--- src/rtl/teller_arbiter.sv ---
// Round-robin arbitration of N teller requesters onto one shared account-balance
// update datapath, sequenced as grant, execute and report by a 4-state FSM.
module teller_arbiter #(
    parameter int unsigned N_REQ = 4,
    parameter int unsigned AMT_W = 16,
    parameter int unsigned BAL_W = 16
) (
    input  logic                   clk,
    input  logic                   reset,
    input  logic [N_REQ-1:0]       req,
    input  logic [N_REQ-1:0]       op,
    input  logic [N_REQ*AMT_W-1:0] amt,
    output logic [N_REQ-1:0]       gnt,
    output logic                   busy,
    output logic                   done,
    output logic                   err,
    output logic [BAL_W-1:0]       balance
);

    localparam int unsigned PTR_W = (N_REQ > 1) ? $clog2(N_REQ) : 1;

    typedef enum logic [1:0] {
        S_IDLE  = 2'd0,
        S_GRANT = 2'd1,
        S_EXEC  = 2'd2,
        S_DONE  = 2'd3
    } state_t;

    state_t             state_q, state_d;
    logic [PTR_W-1:0]   ptr_q, ptr_d;
    logic [PTR_W-1:0]   win_q, win_d;
    logic [N_REQ-1:0]   gnt_q, gnt_d;
    logic               op_q, op_d;
    logic [AMT_W-1:0]   amt_q, amt_d;
    logic [BAL_W-1:0]   bal_q, bal_d;
    logic               flag_q, flag_d;
    logic               busy_q, busy_d;
    logic               done_q, done_d;
    logic               err_q, err_d;

    logic               arb_found_s;
    logic [PTR_W-1:0]   arb_win_s;
    logic [PTR_W-1:0]   cand_s;
    logic [BAL_W:0]     amt_ext_s;
    logic [BAL_W:0]     bal_ext_s;
    logic [BAL_W:0]     sum_s;
    logic               reject_s;
    logic [BAL_W-1:0]   bal_next_s;

    function automatic logic [PTR_W-1:0] wrap_idx(input logic [PTR_W-1:0] base,
                                                  input int unsigned    off);
        int unsigned s;
        s = 32'(base) + off;
        if (s >= N_REQ) begin
            s = s - N_REQ;
        end else begin
            s = s;
        end
        return PTR_W'(s);
    endfunction

    // Round-robin search: first active request at or above the pointer, wrapping.
    always_comb begin
        arb_found_s = 1'b0;
        arb_win_s   = ptr_q;
        cand_s      = ptr_q;
        for (int unsigned i = 0; i < N_REQ; i++) begin
            cand_s = wrap_idx(ptr_q, i);
            if (!arb_found_s && req[cand_s]) begin
                arb_found_s = 1'b1;
                arb_win_s   = cand_s;
            end else begin
                arb_found_s = arb_found_s;
            end
        end
    end

    // Balance update datapath; overflow is judged one bit wider than the balance.
    always_comb begin
        amt_ext_s  = {{(BAL_W + 1 - AMT_W){1'b0}}, amt_q};
        bal_ext_s  = {1'b0, bal_q};
        sum_s      = bal_ext_s + amt_ext_s;
        reject_s   = 1'b0;
        bal_next_s = bal_q;
        if (op_q) begin
            reject_s   = sum_s[BAL_W];
            bal_next_s = sum_s[BAL_W-1:0];
        end else begin
            reject_s   = (amt_ext_s > bal_ext_s);
            bal_next_s = bal_q - amt_ext_s[BAL_W-1:0];
        end
    end

    // Transaction sequencer; gnt is only rewritten while idle so it stays
    // asserted through the registered done/err pulse.
    always_comb begin
        state_d = state_q;
        ptr_d   = ptr_q;
        win_d   = win_q;
        gnt_d   = gnt_q;
        op_d    = op_q;
        amt_d   = amt_q;
        bal_d   = bal_q;
        flag_d  = flag_q;
        done_d  = 1'b0;
        err_d   = 1'b0;
        case (state_q)
            S_IDLE: begin
                if (arb_found_s) begin
                    state_d = S_GRANT;
                    win_d   = arb_win_s;
                    gnt_d   = {{(N_REQ-1){1'b0}}, 1'b1} << arb_win_s;
                    flag_d  = 1'b0;
                end else begin
                    gnt_d   = '0;
                end
            end
            S_GRANT: begin
                op_d    = op[win_q];
                amt_d   = amt[32'(win_q)*AMT_W +: AMT_W];
                state_d = S_EXEC;
            end
            S_EXEC: begin
                flag_d  = reject_s;
                if (!reject_s) begin
                    bal_d = bal_next_s;
                end else begin
                    bal_d = bal_q;
                end
                state_d = S_DONE;
            end
            S_DONE: begin
                done_d  = 1'b1;
                err_d   = flag_q;
                ptr_d   = wrap_idx(win_q, 32'd1);
                state_d = S_IDLE;
            end
            default: begin
                state_d = S_IDLE;
                gnt_d   = '0;
            end
        endcase
        busy_d = (state_d != S_IDLE);
    end

    // State and output registers with asynchronous active-low reset.
    always_ff @(posedge clk or negedge reset) begin
        if (!reset) begin
            state_q <= S_IDLE;
            ptr_q   <= '0;
            win_q   <= '0;
            gnt_q   <= '0;
            op_q    <= 1'b0;
            amt_q   <= '0;
            bal_q   <= '0;
            flag_q  <= 1'b0;
            busy_q  <= 1'b0;
            done_q  <= 1'b0;
            err_q   <= 1'b0;
        end else begin
            state_q <= state_d;
            ptr_q   <= ptr_d;
            win_q   <= win_d;
            gnt_q   <= gnt_d;
            op_q    <= op_d;
            amt_q   <= amt_d;
            bal_q   <= bal_d;
            flag_q  <= flag_d;
            busy_q  <= busy_d;
            done_q  <= done_d;
            err_q   <= err_d;
        end
    end

    assign gnt     = gnt_q;
    assign busy    = busy_q;
    assign done    = done_q;
    assign err     = err_q;
    assign balance = bal_q;

endmodule

--- config.mk ---
export PLATFORM = sky130hd
export DESIGN_NAME = teller_arbiter
export DESIGN_NICKNAME = d
export VERILOG_FILES = /design/src/rtl/teller_arbiter.sv
export SDC_FILE = /design/constraint.sdc
export NUM_CORES = 1
export LEC_CHECK = 0
export CAP_MARGIN = 25
export CORE_MARGIN = 5
export CORE_UTILIZATION = 45
export CTS_CLUSTER_SIZE = 25
export DETAILED_ROUTE_END_ITERATION = 10
export GPL_TIMING_DRIVEN = 1
export PLACE_DENSITY = 0.74
export SETUP_SLACK_MARGIN = 0.5
export SYNTH_ARGS = -nofsm -noshare
export SYNTH_HDL_FRONTEND = slang
export SYNTH_SLANG_ARGS = --single-unit
--- constraint.sdc ---
create_clock -name clk -period 7.7 [get_ports clk]
set_input_delay 1.925 -clock clk [delete_from_list [all_inputs] [get_ports clk]]
set_output_delay 1.925 -clock clk [all_outputs]
set_load 0.05 [all_outputs]
==> impl_metrics.json <==
{
  "syn-num-nets": 529,
  "grt_use_met3_pct": 4.94,
  "synthCells": 416,
  "yosysWarnings": 0,
  "insertion_delay_ns": 0.29,
  "slowest_stage": "clkdlybuf4s50_1",
  "yosysSeqAreaShare_pct": 30.2,
  "stdcell_count": 610,
  "n_antenna_cell": 0,
  "synth_ff_type": "dfrtp_1",
  "p_per_area_nw_per_um2": 514,
  "cp_top_family": "buffers and inverters",
  "crit_start": "balance[1]",
  "slew_headroom_pct": 38.8,
  "setup_viol": 0,
  "async_flop_share_pct": 100,
  "crit_type": "reg2out",
  "wl_per_cell_um": 15.9,
  "die_w_um": 103,
  "die-area_um2": 10600,
  "worstMarginPinSlew_ns": 0.918,
  "grt_max_degree": 48,
  "ant_nets": 0,
  "postCtsHoldBufs": 0,
  "clockBufferDepth": 2,
  "dpl-instance-area_um2": 4900,
  "cts_root_buf": "clkbuf_8",
  "cp_num_buf_inv": 1,
  "cts-htree-levels": 2,
  "yosysUniqueCellTypes": 69,
  "grt_pass1_wl_mm": 16.3,
  "grt_antenna_before_repair": 0,
  "cp_max_fo": 5,
  "place.gp.congestion": 0.866,
  "setup-tns-final_ns": 0,
  "cts_resized": 0,
  "rr_endpoint": "balance[7]",
  "area_growth_syn_to_layout_pct": 29.0,
  "drt-pass1-iter-count": 5,
  "hold_path.class": "reg2reg",
  "die_h_um": 103,
  "critical_path.endpoint": "balance[1]",
  "reg2reg_from": "balance[0]",
  "cts_buffers": 5,
  "path_cells": "clkdlybuf4s50_1",
  "finalClockSkew_ns": 0.00712,
  "initial_core_util_pct": 45.5,
  "p_leak_nw": 2.08,
  "drv_cap": 0,
  "dp_cells": 602,
  "grt_use_met1_pct": 25.9,
  "rsz0062_at_grt": "false",
  "fmax_ghz": 0.283,
  "ys_ff_latch": 47,
  "first_iter_violations": 169,
  "post_drt_via_cell_ratio": 5.58,
  "reg2reg_slack_ns": 4.32,
  "finalInstanceArea_um2": 5020,
  "core-area_um2": 8550,
  "postCtsSetupRepairBufs": 0,
  "io_pins": 97,
  "syn_area_per_cell_um2": 9.35,
  "drt-total-wl_mm": 9.70,
  "io_buffers": 96,
  "syn_area_um2": 3890,
  "status": "completed",
  "min_period_ns": 3.53,
  "critPathCaptureType": "output port",
  "worstPathArrival_ns": 1.60,
  "worstRegToRegCells": 11,
  "grt_overflow_total": 0,
  "required_ns": 5.78,
  "drc": 0,
  "slowest_delay_ns": 0.86,
  "cts_tree": "yes",
  "drive_above_1_share_pct": 9.76,
  "final_nets": 615,
  "irDropWorstVdd_mv": 0.202,
  "grt_pass1_vias": 3412,
  "grt_use_total_pct": 19.4,
  "clock_sinks": 47,
  "start_kind": "register",
  "place_hpwl_mm": 7.73,
  "clk_pin_slew_worst_paths_ns": 0.09,
  "cp.depth": 1,
  "via_count": 3403,
  "final.period_utilization_pct": 45.8,
  "hold_violations": 0,
  "rows": 34,
  "synth-edff-count": 0,
  "grt.busiest_layer": "met2",
  "slew_viol_final": 0,
  "grt_use_met2_pct": 31.0
}
power by group:
| part | internal (W) | total [W] | switching [W] |
|---|---|---|---|
| combinational | 0.000815 | 0.00189 | 0.00107 |
| sequential | 0.000370 | 0.000515 | 0.000145 |
| clock | 0.0000950 | 0.000178 | 0.0000830 |
sequential cells by signal, indices dropped and copies added, names as in the netlist, 2 cells and up:
name	count
win_q	2
ptr_q	2
state_q	2
gnt	4
balance	16
amt_q	16
per-layer routing:
layer / share of wire, % / vias up
li1: - / 1660
met2: 47 / 123
met4: 2.0 / 0
met3: 8.0 / 10
met5: 0 / -
met1: 43 / 1610
worst min path at each step:
| stage | slack (ns) | from | end | depth (start not counted) |
|---|---|---|---|---|
| 2_1_floorplan | 0.46 | flag_q | flag_q | 1 |
| 3_3_place_gp | 0.49 | flag_q | err | 1 |
| 3_5_place_dp | 0.50 | flag_q | err | 1 |
| 4_1_cts | 0.52 | flag_q | err | 1 |
| 5_1_grt | 0.53 | flag_q | flag_q | 1 |
| 6_report | 0.51 | flag_q | flag_q | 1 |
stage by stage:
stage	setup WS [ns]	hold WS [ns]	utilization, %	power [W]
global placement	4.04	0.494	57.3	0.00234
global route	4.12	0.530	58.7	0.00282
detailed placement	4.00	0.497	57.3	0.00238
CTS	4.16	0.518	58.5	0.00257
finish	4.17	0.510	58.7	0.00258
floorplan	4.60	0.458	-	0.00195
cells in the final DEF (no fill, tap or decap), drive strengths merged, types with 6 or more instances in the layout:
| master | instances |
|---|---|
| ha | 37 |
| a21oi | 32 |
| dfrtp | 47 |
| o22ai | 7 |
| clkdlybuf4s50 | 95 |
| nor2 | 35 |
| nand2b | 7 |
| o21ai | 42 |
| nand2 | 25 |
| inv | 39 |
| mux4 | 17 |
| nor2b | 6 |
| xnor2 | 11 |
| mux2 | 8 |
| o31ai | 7 |
synthesized netlist by cell type, types with 3 or more instances:
| cell type | number | area share (%) |
|---|---|---|
| and2_1 | 3 | 0.48 |
| ha_1 | 37 | 12 |
| xor2_1 | 3 | 0.68 |
| nor3_1 | 4 | 0.51 |
| buf_2 | 4 | 0.51 |
| mux4_2 | 17 | 9.8 |
| xnor2_1 | 11 | 2.5 |
| nor4_1 | 3 | 0.48 |
| a21oi_1 | 30 | 3.9 |
| o22ai_1 | 6 | 0.97 |
| nor2b_1 | 6 | 0.97 |
| o21ai_1 | 3 | 0.39 |
| inv_2 | 3 | 0.29 |
| mux2_1 | 4 | 1.2 |
| o21ai_0 | 39 | 5.0 |
| nand2_1 | 25 | 2.4 |
| a31oi_1 | 5 | 0.80 |
| o21a_1 | 5 | 0.97 |
| nand3_1 | 3 | 0.39 |
| nand2b_1 | 7 | 1.1 |
| nand3b_1 | 4 | 0.77 |
| nor2_1 | 34 | 3.3 |
| dfrtp_1 | 47 | 30 |
| o31ai_1 | 7 | 1.4 |
| clkbuf_1 | 10 | 0.97 |
| inv_1 | 36 | 3.5 |
logic make-up (layout without fill, tap and decap cells):
kind of cell	Yosys count	in the layout	share of synthesized area, %
AOI/OAI and AO/OA	121	121	20.1
and+or+nand+nor	107	107	14.1
adders and majority gates	39	39	12.9
muxes	27	27	12.9
xor gates and xnor gates	14	14	3.15
buffers and inverters	61	147	6.63
DFF	47	47	30.2
final cells by class:
| type | count | area, µm² |
|---|---|---|
| clock inverters | 2 | 37.5 |
| repair buffers | 100 | 993 |
| multi-input cells | 308 | 2460 |
| clock buffers | 5 | 68.8 |
| inverters | 40 | 150 |
| well taps | 108 | 135 |
| flip-flops and latches | 47 | 1180 |
| fillers | 724 | 3530 |
No activity file was read; power rests on OpenSTA's default activity.
